==> config.mk <==
export PLATFORM = sky130hd
export DESIGN_NAME = mem_arbiter
export DESIGN_NICKNAME = d
export VERILOG_FILES = /design/src/rtl/mem_arbiter_pkg.sv /design/src/rtl/mem_arbiter_pick.sv /design/src/rtl/mem_arbiter.sv
export SDC_FILE = /design/constraint.sdc
export NUM_CORES = 1
export LEC_CHECK = 0
export ABC_AREA = 0
export CAP_MARGIN = 20
export CORE_AREA = 2 2 133 135
export DETAILED_ROUTE_END_ITERATION = 16
export DIE_AREA = 0 0 135 137
export PLACE_DENSITY = 0.67
export SLEW_MARGIN = 20
export SYNTH_ARGS = -nofsm -noshare
export SYNTH_HDL_FRONTEND = slang
export SYNTH_SLANG_ARGS = --single-unit
==> constraint.sdc <==
create_clock -name clk -period 3.4 [get_ports clk]
set_input_delay 0.68 -clock clk [delete_from_list [all_inputs] [get_ports clk]]
set_output_delay 0.68 -clock clk [all_outputs]
set_load 0.005 [all_outputs]
==> src/rtl/mem_arbiter_pkg.sv <==
// Shared types and constants for the three-requester memory arbiter.
package mem_arbiter_pkg;

  localparam int XLEN = 32;
  localparam int NREQ = 3;

  localparam int REQ_IF   = 0;
  localparam int REQ_DATA = 1;
  localparam int REQ_DBG  = 2;

  // Encoding of the round-robin last_served bit.
  localparam logic LS_IF   = 1'b0;
  localparam logic LS_DATA = 1'b1;

  typedef enum logic {
    IDLE = 1'b0,
    BUSY = 1'b1
  } state_e;

  function automatic logic [XLEN-1:0] onehot_mux(
    input logic [NREQ-1:0]           sel,
    input logic [NREQ-1:0][XLEN-1:0] din
  );
    logic [XLEN-1:0] r;
    r = '0;
    for (int i = 0; i < NREQ; i++) begin
      if (sel[i]) r = r | din[i];
    end
    return r;
  endfunction

endpackage

==> src/rtl/mem_arbiter_pick.sv <==
// Combinational winner selection: debug first, then round-robin between ifetch and data.
module arb_pick
  import mem_arbiter_pkg::*;
(
  input  logic [NREQ-1:0] m_req,
  input  logic            last_served,
  output logic [NREQ-1:0] winner
);

  always_comb begin
    winner = '0;
    if (m_req[REQ_DBG]) begin
      winner[REQ_DBG] = 1'b1;
    end else if (m_req[REQ_IF] && m_req[REQ_DATA]) begin
      if (last_served == LS_DATA) winner[REQ_IF]   = 1'b1;
      else                        winner[REQ_DATA] = 1'b1;
    end else if (m_req[REQ_IF]) begin
      winner[REQ_IF] = 1'b1;
    end else if (m_req[REQ_DATA]) begin
      winner[REQ_DATA] = 1'b1;
    end
  end

endmodule

==> src/rtl/mem_arbiter.sv <==
// Single-outstanding memory arbiter for ifetch, data and debug requesters,
// with a BUSY-cycle timeout that forces an error completion.
module mem_arbiter
  import mem_arbiter_pkg::*;
#(
  parameter int TIMEOUT = 255
) (
  input  logic                      clk,
  input  logic                      rst,
  input  logic [NREQ-1:0]           m_req,
  input  logic [NREQ-1:0]           m_we,
  input  logic [NREQ-1:0][XLEN-1:0] m_addr,
  input  logic [NREQ-1:0][XLEN-1:0] m_wdata,
  output logic [NREQ-1:0]           m_mfc,
  output logic [XLEN-1:0]           m_rdata,
  output logic                      m_err,
  output logic [NREQ-1:0]           gnt,
  output logic                      mem_rd,
  output logic                      mem_wr,
  output logic [XLEN-1:0]           mem_addr,
  output logic [XLEN-1:0]           mem_wdata,
  input  logic [XLEN-1:0]           mem_rdata,
  input  logic                      mem_mfc
);

  // Completion fires on the edge where the counter would reach TIMEOUT.
  localparam logic [7:0] TMO_LAST = 8'(TIMEOUT - 1);

  state_e                state_q, state_d;
  logic [NREQ-1:0]       gnt_q, gnt_d;
  logic [NREQ-1:0]       m_mfc_q, m_mfc_d;
  logic                  m_err_q, m_err_d;
  logic [XLEN-1:0]       m_rdata_q, m_rdata_d;
  logic                  mem_rd_q, mem_rd_d;
  logic                  mem_wr_q, mem_wr_d;
  logic [XLEN-1:0]       mem_addr_q, mem_addr_d;
  logic [XLEN-1:0]       mem_wdata_q, mem_wdata_d;
  logic [7:0]            tmo_q, tmo_d;
  logic                  last_served_q, last_served_d;

  logic [NREQ-1:0]       winner;
  logic                  win_we;
  logic [XLEN-1:0]       win_addr;
  logic [XLEN-1:0]       win_wdata;
  logic                  done;

  arb_pick u_pick (
    .m_req       (m_req),
    .last_served (last_served_q),
    .winner      (winner)
  );

  assign win_we    = |(m_we & winner);
  assign win_addr  = onehot_mux(winner, m_addr);
  assign win_wdata = onehot_mux(winner, m_wdata);

  always_comb begin
    state_d       = state_q;
    gnt_d         = gnt_q;
    m_mfc_d       = '0;
    m_err_d       = 1'b0;
    m_rdata_d     = m_rdata_q;
    mem_rd_d      = mem_rd_q;
    mem_wr_d      = mem_wr_q;
    mem_addr_d    = mem_addr_q;
    mem_wdata_d   = mem_wdata_q;
    tmo_d         = tmo_q;
    last_served_d = last_served_q;
    done          = 1'b0;

    case (state_q)
      IDLE: begin
        if (|m_req) begin
          state_d     = BUSY;
          gnt_d       = winner;
          mem_rd_d    = ~win_we;
          mem_wr_d    = win_we;
          mem_addr_d  = win_addr;
          mem_wdata_d = win_wdata;
          tmo_d       = '0;
        end
      end
      BUSY: begin
        // A real completion takes precedence over a coincident timeout.
        if (mem_mfc) begin
          done      = 1'b1;
          m_rdata_d = mem_rdata;
        end else if (tmo_q == TMO_LAST) begin
          done      = 1'b1;
          m_err_d   = 1'b1;
          m_rdata_d = '0;
        end else begin
          tmo_d = tmo_q + 8'd1;
        end

        if (done) begin
          state_d  = IDLE;
          m_mfc_d  = gnt_q;
          gnt_d    = '0;
          mem_rd_d = 1'b0;
          mem_wr_d = 1'b0;
          tmo_d    = '0;
          if (gnt_q[REQ_IF])        last_served_d = LS_IF;
          else if (gnt_q[REQ_DATA]) last_served_d = LS_DATA;
        end
      end
      default: begin
        state_d = IDLE;
      end
    endcase
  end

  always_ff @(posedge clk) begin
    if (rst) begin
      state_q       <= IDLE;
      gnt_q         <= '0;
      m_mfc_q       <= '0;
      m_err_q       <= 1'b0;
      m_rdata_q     <= '0;
      mem_rd_q      <= 1'b0;
      mem_wr_q      <= 1'b0;
      mem_addr_q    <= '0;
      mem_wdata_q   <= '0;
      tmo_q         <= '0;
      last_served_q <= LS_DATA;
    end else begin
      state_q       <= state_d;
      gnt_q         <= gnt_d;
      m_mfc_q       <= m_mfc_d;
      m_err_q       <= m_err_d;
      m_rdata_q     <= m_rdata_d;
      mem_rd_q      <= mem_rd_d;
      mem_wr_q      <= mem_wr_d;
      mem_addr_q    <= mem_addr_d;
      mem_wdata_q   <= mem_wdata_d;
      tmo_q         <= tmo_d;
      last_served_q <= last_served_d;
    end
  end

  assign gnt       = gnt_q;
  assign m_mfc     = m_mfc_q;
  assign m_err     = m_err_q;
  assign m_rdata   = m_rdata_q;
  assign mem_rd    = mem_rd_q;
  assign mem_wr    = mem_wr_q;
  assign mem_addr  = mem_addr_q;
  assign mem_wdata = mem_wdata_q;

endmodule

==> results.json, run 1 <==
{
  "timing.final.ws_setup_ps": 1250,
  "yosys_register_bits": 115,
  "vias_per_cell": 5.17,
  "grt_max_degree": 132,
  "tightest_slew_ps": 763,
  "clock-root-buffer": "clkbuf_16",
  "pwr_density_cell_mw_per_mm2": 480,
  "synth.distinct_cells": 45,
  "rsz0062_at_grt": "no",
  "final_cell_count_no_fill": 1023,
  "finalSetupTns_ps": 0,
  "drt_iter0_drc": 469,
  "start_util": 0.278,
  "hold_violations": 0,
  "synth_nets": 711,
  "final_max_slew_viol_count": 0,
  "top_usage_layer": "met2",
  "cts_tree": "yes",
  "use_met2": 0.340,
  "irDropWorstVdd_mv": 0.328,
  "drive_above_1_share": 0.0664,
  "max_stage_delay_ps": 560,
  "finalCritPeriodShare": 0.632,
  "antenna_cells": 0,
  "worst_clock_skew_ps": 6.90,
  "layout_min_cycle_time_ps": 2150,
  "cp_slowest_cell": "clkdlybuf4s50_1",
  "synthCells": 476,
  "die_w_microns": 135,
  "core.rowCount": 48,
  "antenna_found_initial": 0,
  "slew_headroom": 0.491,
  "status": "complete, no violations",
  "setup_viol": 0,
  "cap_violations": 0,
  "use_met1": 0.218,
  "crit_arrival_ps": 2410,
  "dp.cells": 991,
  "drc_errors": 0,
  "wl_per_cell_microns": 17.7,
  "met3_usage": 0.0656,
  "ios": 338,
  "yosysWarnings": 0,
  "clock_path_buffers": 2,
  "avgSynthCellArea_sq_um": 9.98,
  "vias": 5288,
  "stdcell_area_sq_mm": 0.00885,
  "layout.nets": 1020,
  "grt_pass1_wl_mm": 27.7,
  "hold_class": "flop to flop",
  "areaGrowthSynthToFinish_pct": 86.4,
  "numClockSinks": 115,
  "endpoint_kind": "flop",
  "grt_pass1_vias": 5244,
  "clk_pin_slew_worst_paths_ps": 60,
  "postCtsHoldBufs": 0,
  "dpl.hpwl_mm": 13.3,
  "required_ps": 3660,
  "dpl_cell_area_sq_mm": 0.00821,
  "die_area_sq_mm": 0.0185,
  "wl_mm": 18.2,
  "io_buffer_count": 337,
  "startpoint_type": "primary input",
  "cts-buffers-inserted": 17,
  "post-route-util": 0.519,
  "dr.pass1.iters": 10,
  "power_leakage_nw": 3.23,
  "ant_nets": 0,
  "htreeDepth": 4,
  "ys_seq_area_frac": 0.485,
  "reg2reg_slack_ps": 1270,
  "grtUsageTotal": 0.192,
  "insertion_delay_ps": 410,
  "die_y_microns": 137,
  "syn-cell-area_sq_mm": 0.00475,
  "gp_congestion": 0.775,
  "grt_overflow_total": 0,
  "max_freq_mhz": 465,
  "cts.repair.resized": 0,
  "cts_setup_buffers": 0,
  "pre_cts_ws_ps": 835,
  "crit_fanout": 29,
  "core-area_sq_mm": 0.0171,
  "crit_type": "primary input to flop",
  "path_cells": "clkdlybuf4s50_1, nor2b_1, nor3_4, buf_4, a222oi_1, a211oi_1",
  "nFillCells": 1493
}
-- cells in the final DEF (no fill, tap or decap), drive strengths merged, types with 2 or more instances in the layout --
cell type / n
clkinv: 5
nand2: 8
a22oi: 2
inv: 9
clkinvlp: 3
a211oi: 67
a31oi: 2
clkdlybuf4s50: 335
a21oi: 8
dfxtp: 115
ha: 2
buf: 10
and4: 2
nand3: 6
o21ai: 4
nor2b: 2
mux2i: 2
a222oi: 64
clkbuf: 18
bufinv: 5
nor3: 4
a22o: 34
nor2: 71
and2: 3
and3: 4
-- cell families (layout without fill, tap and decap cells) --
group | Yosys count | count (layout) | share of synthesized area
xor+xnor | 1 | 1 | 0.00184
mux | 2 | 2 | 0.00422
simple gates | 106 | 106 | 0.103
compound gates | 187 | 187 | 0.336
fa+ha+maj | 2 | 2 | 0.00527
buf+inv | 63 | 385 | 0.0651
flops | 115 | 115 | 0.485
-- synth_stat cells, drive strengths merged --
master    n  share of area
dfxtp   115           0.48
nor2     71          0.058
a211oi   67           0.11
a222oi   64           0.13
a22o     34          0.063
buf      28          0.037
clkbuf   27          0.021
a21oi     8         0.0092
inv       8         0.0063
nand2     8         0.0063
nand3     6         0.0063
and3      4         0.0053
nor3      4         0.0063
o21ai     4         0.0042
and2      3         0.0040
a22oi     2         0.0042
a31oi     2         0.0026
and4      2         0.0037
ha        2         0.0053
mux2i     2         0.0042
nor2b     2         0.0026
a211o     1         0.0018
a21o      1         0.0016
a32oi     1         0.0018
a41oi     1         0.0018
and3b     1         0.0018
nand2b    1         0.0013
nor3b     1         0.0016
nor4      1         0.0026
o31ai     1         0.0016
o41ai     1         0.0018
or2       1         0.0013
or3b      1         0.0018
xnor2     1         0.0018
-- per-stage QoR --
step,hold WS [ps],power [mW]
after floorplan,433,1.81
after global placement,455,2.32
after detailed placement,464,2.34
after CTS,480,4.30
after global routing,490,4.45
final,477,4.25
-- flip-flops by register name, indices dropped and copies added (netlist names) --
register	count
tmo_q	8
m_mfc	3
last_served_q	1
mem_addr	32
mem_rd	1
mem_wr	1
m_err	1
gnt	3
mem_wdata	32
state_q	1
m_rdata	32
-- power by group --
part	leakage (nW)	switching, mW	internal (mW)
clock	0.306	0.647	1.30
combinational	1.97	0.291	0.511
sequential	0.947	0.0553	1.45
-- critical path, delay by kind of cell --
family,cells,cell delay [ps]
buf+inv,2,820
simple gates,2,360
compound gates,2,530
-- per-layer routing --
layer / routed length (microns) / vias up
li1: - / 2536
met1: 7020 / 2481
met2: 9170 / 253
met3: 1740 / 18
met4: 233 / 0
met5: 0 / -
-- layout make-up --
cell class	count	area, sq um	area share
Timing Repair Buffer	345	3440	0.388
Sequential cell	115	2300	0.260
Multi-Input combinational cell	298	2160	0.244
Clock buffer	18	429	0.0485
Tap cell	225	282	0.0318
Clock inverter	14	210	0.0237
Inverter	8	30.0	0.00339
-- path summary, 6_finish.rpt --
| kind | to | from | depth (start not counted) |
|---|---|---|---|
| worst min register to register | m_rdata[25]$_SDFFE_PP0P_ | m_rdata[25]$_SDFFE_PP0P_ | 1 |
| worst min-delay path | m_rdata[25]$_SDFFE_PP0P_ | m_rdata[25]$_SDFFE_PP0P_ | 1 |
| worst max-delay path | mem_wdata[1]$_SDFFE_PP0P_ | m_req[1] | 6 |
| worst max register to register | m_rdata[7]$_SDFFE_PP0P_ | tmo_q[0]$_SDFFE_PP0P_ | 6 |
Power figures use the tool's default switching activity.
==> inputs of run 2 (changes only) <==
--- a/config.mk
+++ b/config.mk
@@ -10,7 +10,7 @@
 export CORE_AREA = 2 2 133 135
 export DETAILED_ROUTE_END_ITERATION = 16
 export DIE_AREA = 0 0 135 137
-export PLACE_DENSITY = 0.67
+export PLACE_DENSITY = 0.69
 export SLEW_MARGIN = 20
 export SYNTH_ARGS = -nofsm -noshare
 export SYNTH_HDL_FRONTEND = slang
==> constraint.sdc (replaced) <==
create_clock -name clk -period 1.7 [get_ports clk]
set_input_delay 0.34 -clock clk [delete_from_list [all_inputs] [get_ports clk]]
set_output_delay 0.34 -clock clk [all_outputs]
set_load 0.005 [all_outputs]
==> results.json, run 2 (synthesis gave the netlist of run 1 again) <==
{
  "ios": 338,
  "worst_clock_skew_ps": 7.47,
  "antenna_cells": 0,
  "r2r.worst_path.cells": 7,
  "met3_usage": 0.0756,
  "dr.pass1.iters": 9,
  "hold_depth": 3,
  "max_freq_mhz": 579,
  "insertion_delay_ps": 410,
  "status": "complete, but fails checks",
  "top_usage_layer": "met2",
  "min-delay-start": "rst",
  "drt_iter0_drc": 431,
  "slew_headroom": 0.710,
  "stdcell_area_sq_mm": 0.00924,
  "numClockSinks": 115,
  "grt_overflow_total": 0,
  "gp_congestion": 0.815,
  "final_max_slew_viol_count": 0,
  "pwr_density_cell_mw_per_mm2": 901,
  "violations": "setup timing",
  "r2r_start": "tmo_q[0]$_SDFFE_PP0P_",
  "finalPower_mw": 8.32,
  "wl_per_cell_microns": 17.8,
  "timing.final.ws_setup_ps": -25.8,
  "whs_ps": 342,
  "max_stage_delay_ps": 520,
  "rsz0062_at_grt": "yes",
  "io_buffer_count": 337,
  "crit_fanout": 20,
  "layout.nets": 1059,
  "die_y_microns": 137,
  "hold_violations": 0,
  "path_cells": "clkdlybuf4s50_1, nor2b_4, nor3_4, buf_12, buf_12, a222oi_1, a211oi_1",
  "power_leakage_nw": 3.45,
  "pre_cts_ws_ps": -422,
  "startpoint_type": "primary input",
  "use_met2": 0.345,
  "die_area_sq_mm": 0.0185,
  "grt_pass1_vias": 5325,
  "areaGrowthSynthToFinish_pct": 94.5,
  "setup_viol": 1,
  "post-route-util": 0.542,
  "clock-root-buffer": "clkbuf_16",
  "use_met1": 0.206,
  "clk_pin_slew_worst_paths_ps": 60,
  "cpMostUsedCell": "buf_12",
  "grt_max_degree": 49,
  "dpl_cell_area_sq_mm": 0.00857,
  "start_util": 0.278,
  "drc_errors": 0,
  "ant_nets": 0,
  "htreeDepth": 4,
  "core-area_sq_mm": 0.0171,
  "die_w_microns": 135,
  "nFillCells": 1563,
  "tightest_slew_ps": 435,
  "grt_pass1_wl_mm": 27.9,
  "cap_violations": 0,
  "core.rowCount": 48,
  "grtUsageTotal": 0.194,
  "vias": 5445,
  "cts_tree": "yes",
  "irDropWorstVdd_mv": 0.639,
  "hold_end": "tmo_q[2]$_SDFFE_PP0P_",
  "vias_per_cell": 5.13,
  "regToRegEndpoint": "m_rdata[3]$_SDFFE_PP0P_",
  "cp_slowest_cell": "clkdlybuf4s50_1",
  "layout_min_cycle_time_ps": 1730,
  "reg2reg_slack_ps": 80,
  "mostFrequentLayoutCell": "clkdlybuf4s50_1",
  "drive_above_1_share": 0.116,
  "endpoint_kind": "flop",
  "finalCritPeriodShare": 1.02,
  "cts-buffers-inserted": 17,
  "crit_type": "primary input to flop",
  "hold_class": "primary input to flop",
  "required_ps": 1970,
  "clock_path_buffers": 2,
  "wl_mm": 18.9,
  "antenna_found_initial": 0,
  "postCtsHoldBufs": 0,
  "dpl.hpwl_mm": 14.1,
  "crit_arrival_ps": 2000,
  "layout_common_cells": "clkdlybuf4s50_1, dfxtp_1, nor2_1"
}
==> run 2: critical path: cells and delay by family <==
| kind | cells | cell delay (ps) |
|---|---|---|
| buffers and inverters | 3 | 810 |
| AOI/OAI and AO/OA | 2 | 570 |
| and+or+nand+nor | 2 | 260 |
==> run 2: worst max path at each step <==
stage / endpoint / slack (ps) / from
after floorplan: tmo_q[3]$_SDFFE_PP0P_ / 40 / tmo_q[0]$_SDFFE_PP0P_
after global placement: mem_addr[7]$_SDFFE_PP0P_ / -390 / m_req[1]
after detailed placement: mem_addr[7]$_SDFFE_PP0P_ / -420 / m_req[1]
after CTS: gnt[0] / 1 / gnt[0]$_SDFFE_PP0P_
after global routing: mem_addr[7]$_SDFFE_PP0P_ / -40 / m_req[1]
final: mem_addr[7]$_SDFFE_PP0P_ / -30 / m_req[1]
==> run 2: report_power, final <==
part / total (mW) / internal [mW] / switching (mW)
sequential: 3.01 / 2.90 / 0.107
clock: 3.56 / 2.27 / 1.29
combinational: 1.76 / 1.13 / 0.627
total: 8.32 / 6.30 / 2.02
==> run 2: timing repair <==
| action | in CTS | in global routing |
|---|---|---|
| cloned | 0 | 1 |
| hold endpoints to repair | 0 | 0 |
| gates resized for setup | 2 | 6 |
| pin swaps | 0 | 2 |
| buffers inserted | 0 | 2 |
| setup endpoints to repair | 2 | 23 |
==> run 2: final cells by class <==
type | instances | area, sq um | area share
multi-input combinational | 298 | 2170 | 0.235
clock buffer | 20 | 467 | 0.0505
sequential | 115 | 2310 | 0.250
clock inverter | 11 | 130 | 0.0141
timing repair buffer | 384 | 3850 | 0.417
inverter | 8 | 30.0 | 0.00325
tap | 225 | 282 | 0.0305
==> run 2: layer usage <==
metal,wire (microns),vias to the layer above
li1,-,2608
met1,6930,2534
met2,9520,278
met3,2080,25
met4,403,0
met5,0,-
==> run 2: metrics by stage <==
stage          setup TNS (ps)  std cells
6_report                -25.8       1061
5_1_grt                 -43.6       1061
4_1_cts                     0       1058
3_5_place_dp           -25060       1027
3_3_place_gp           -23450       1027
2_1_floorplan               0        476
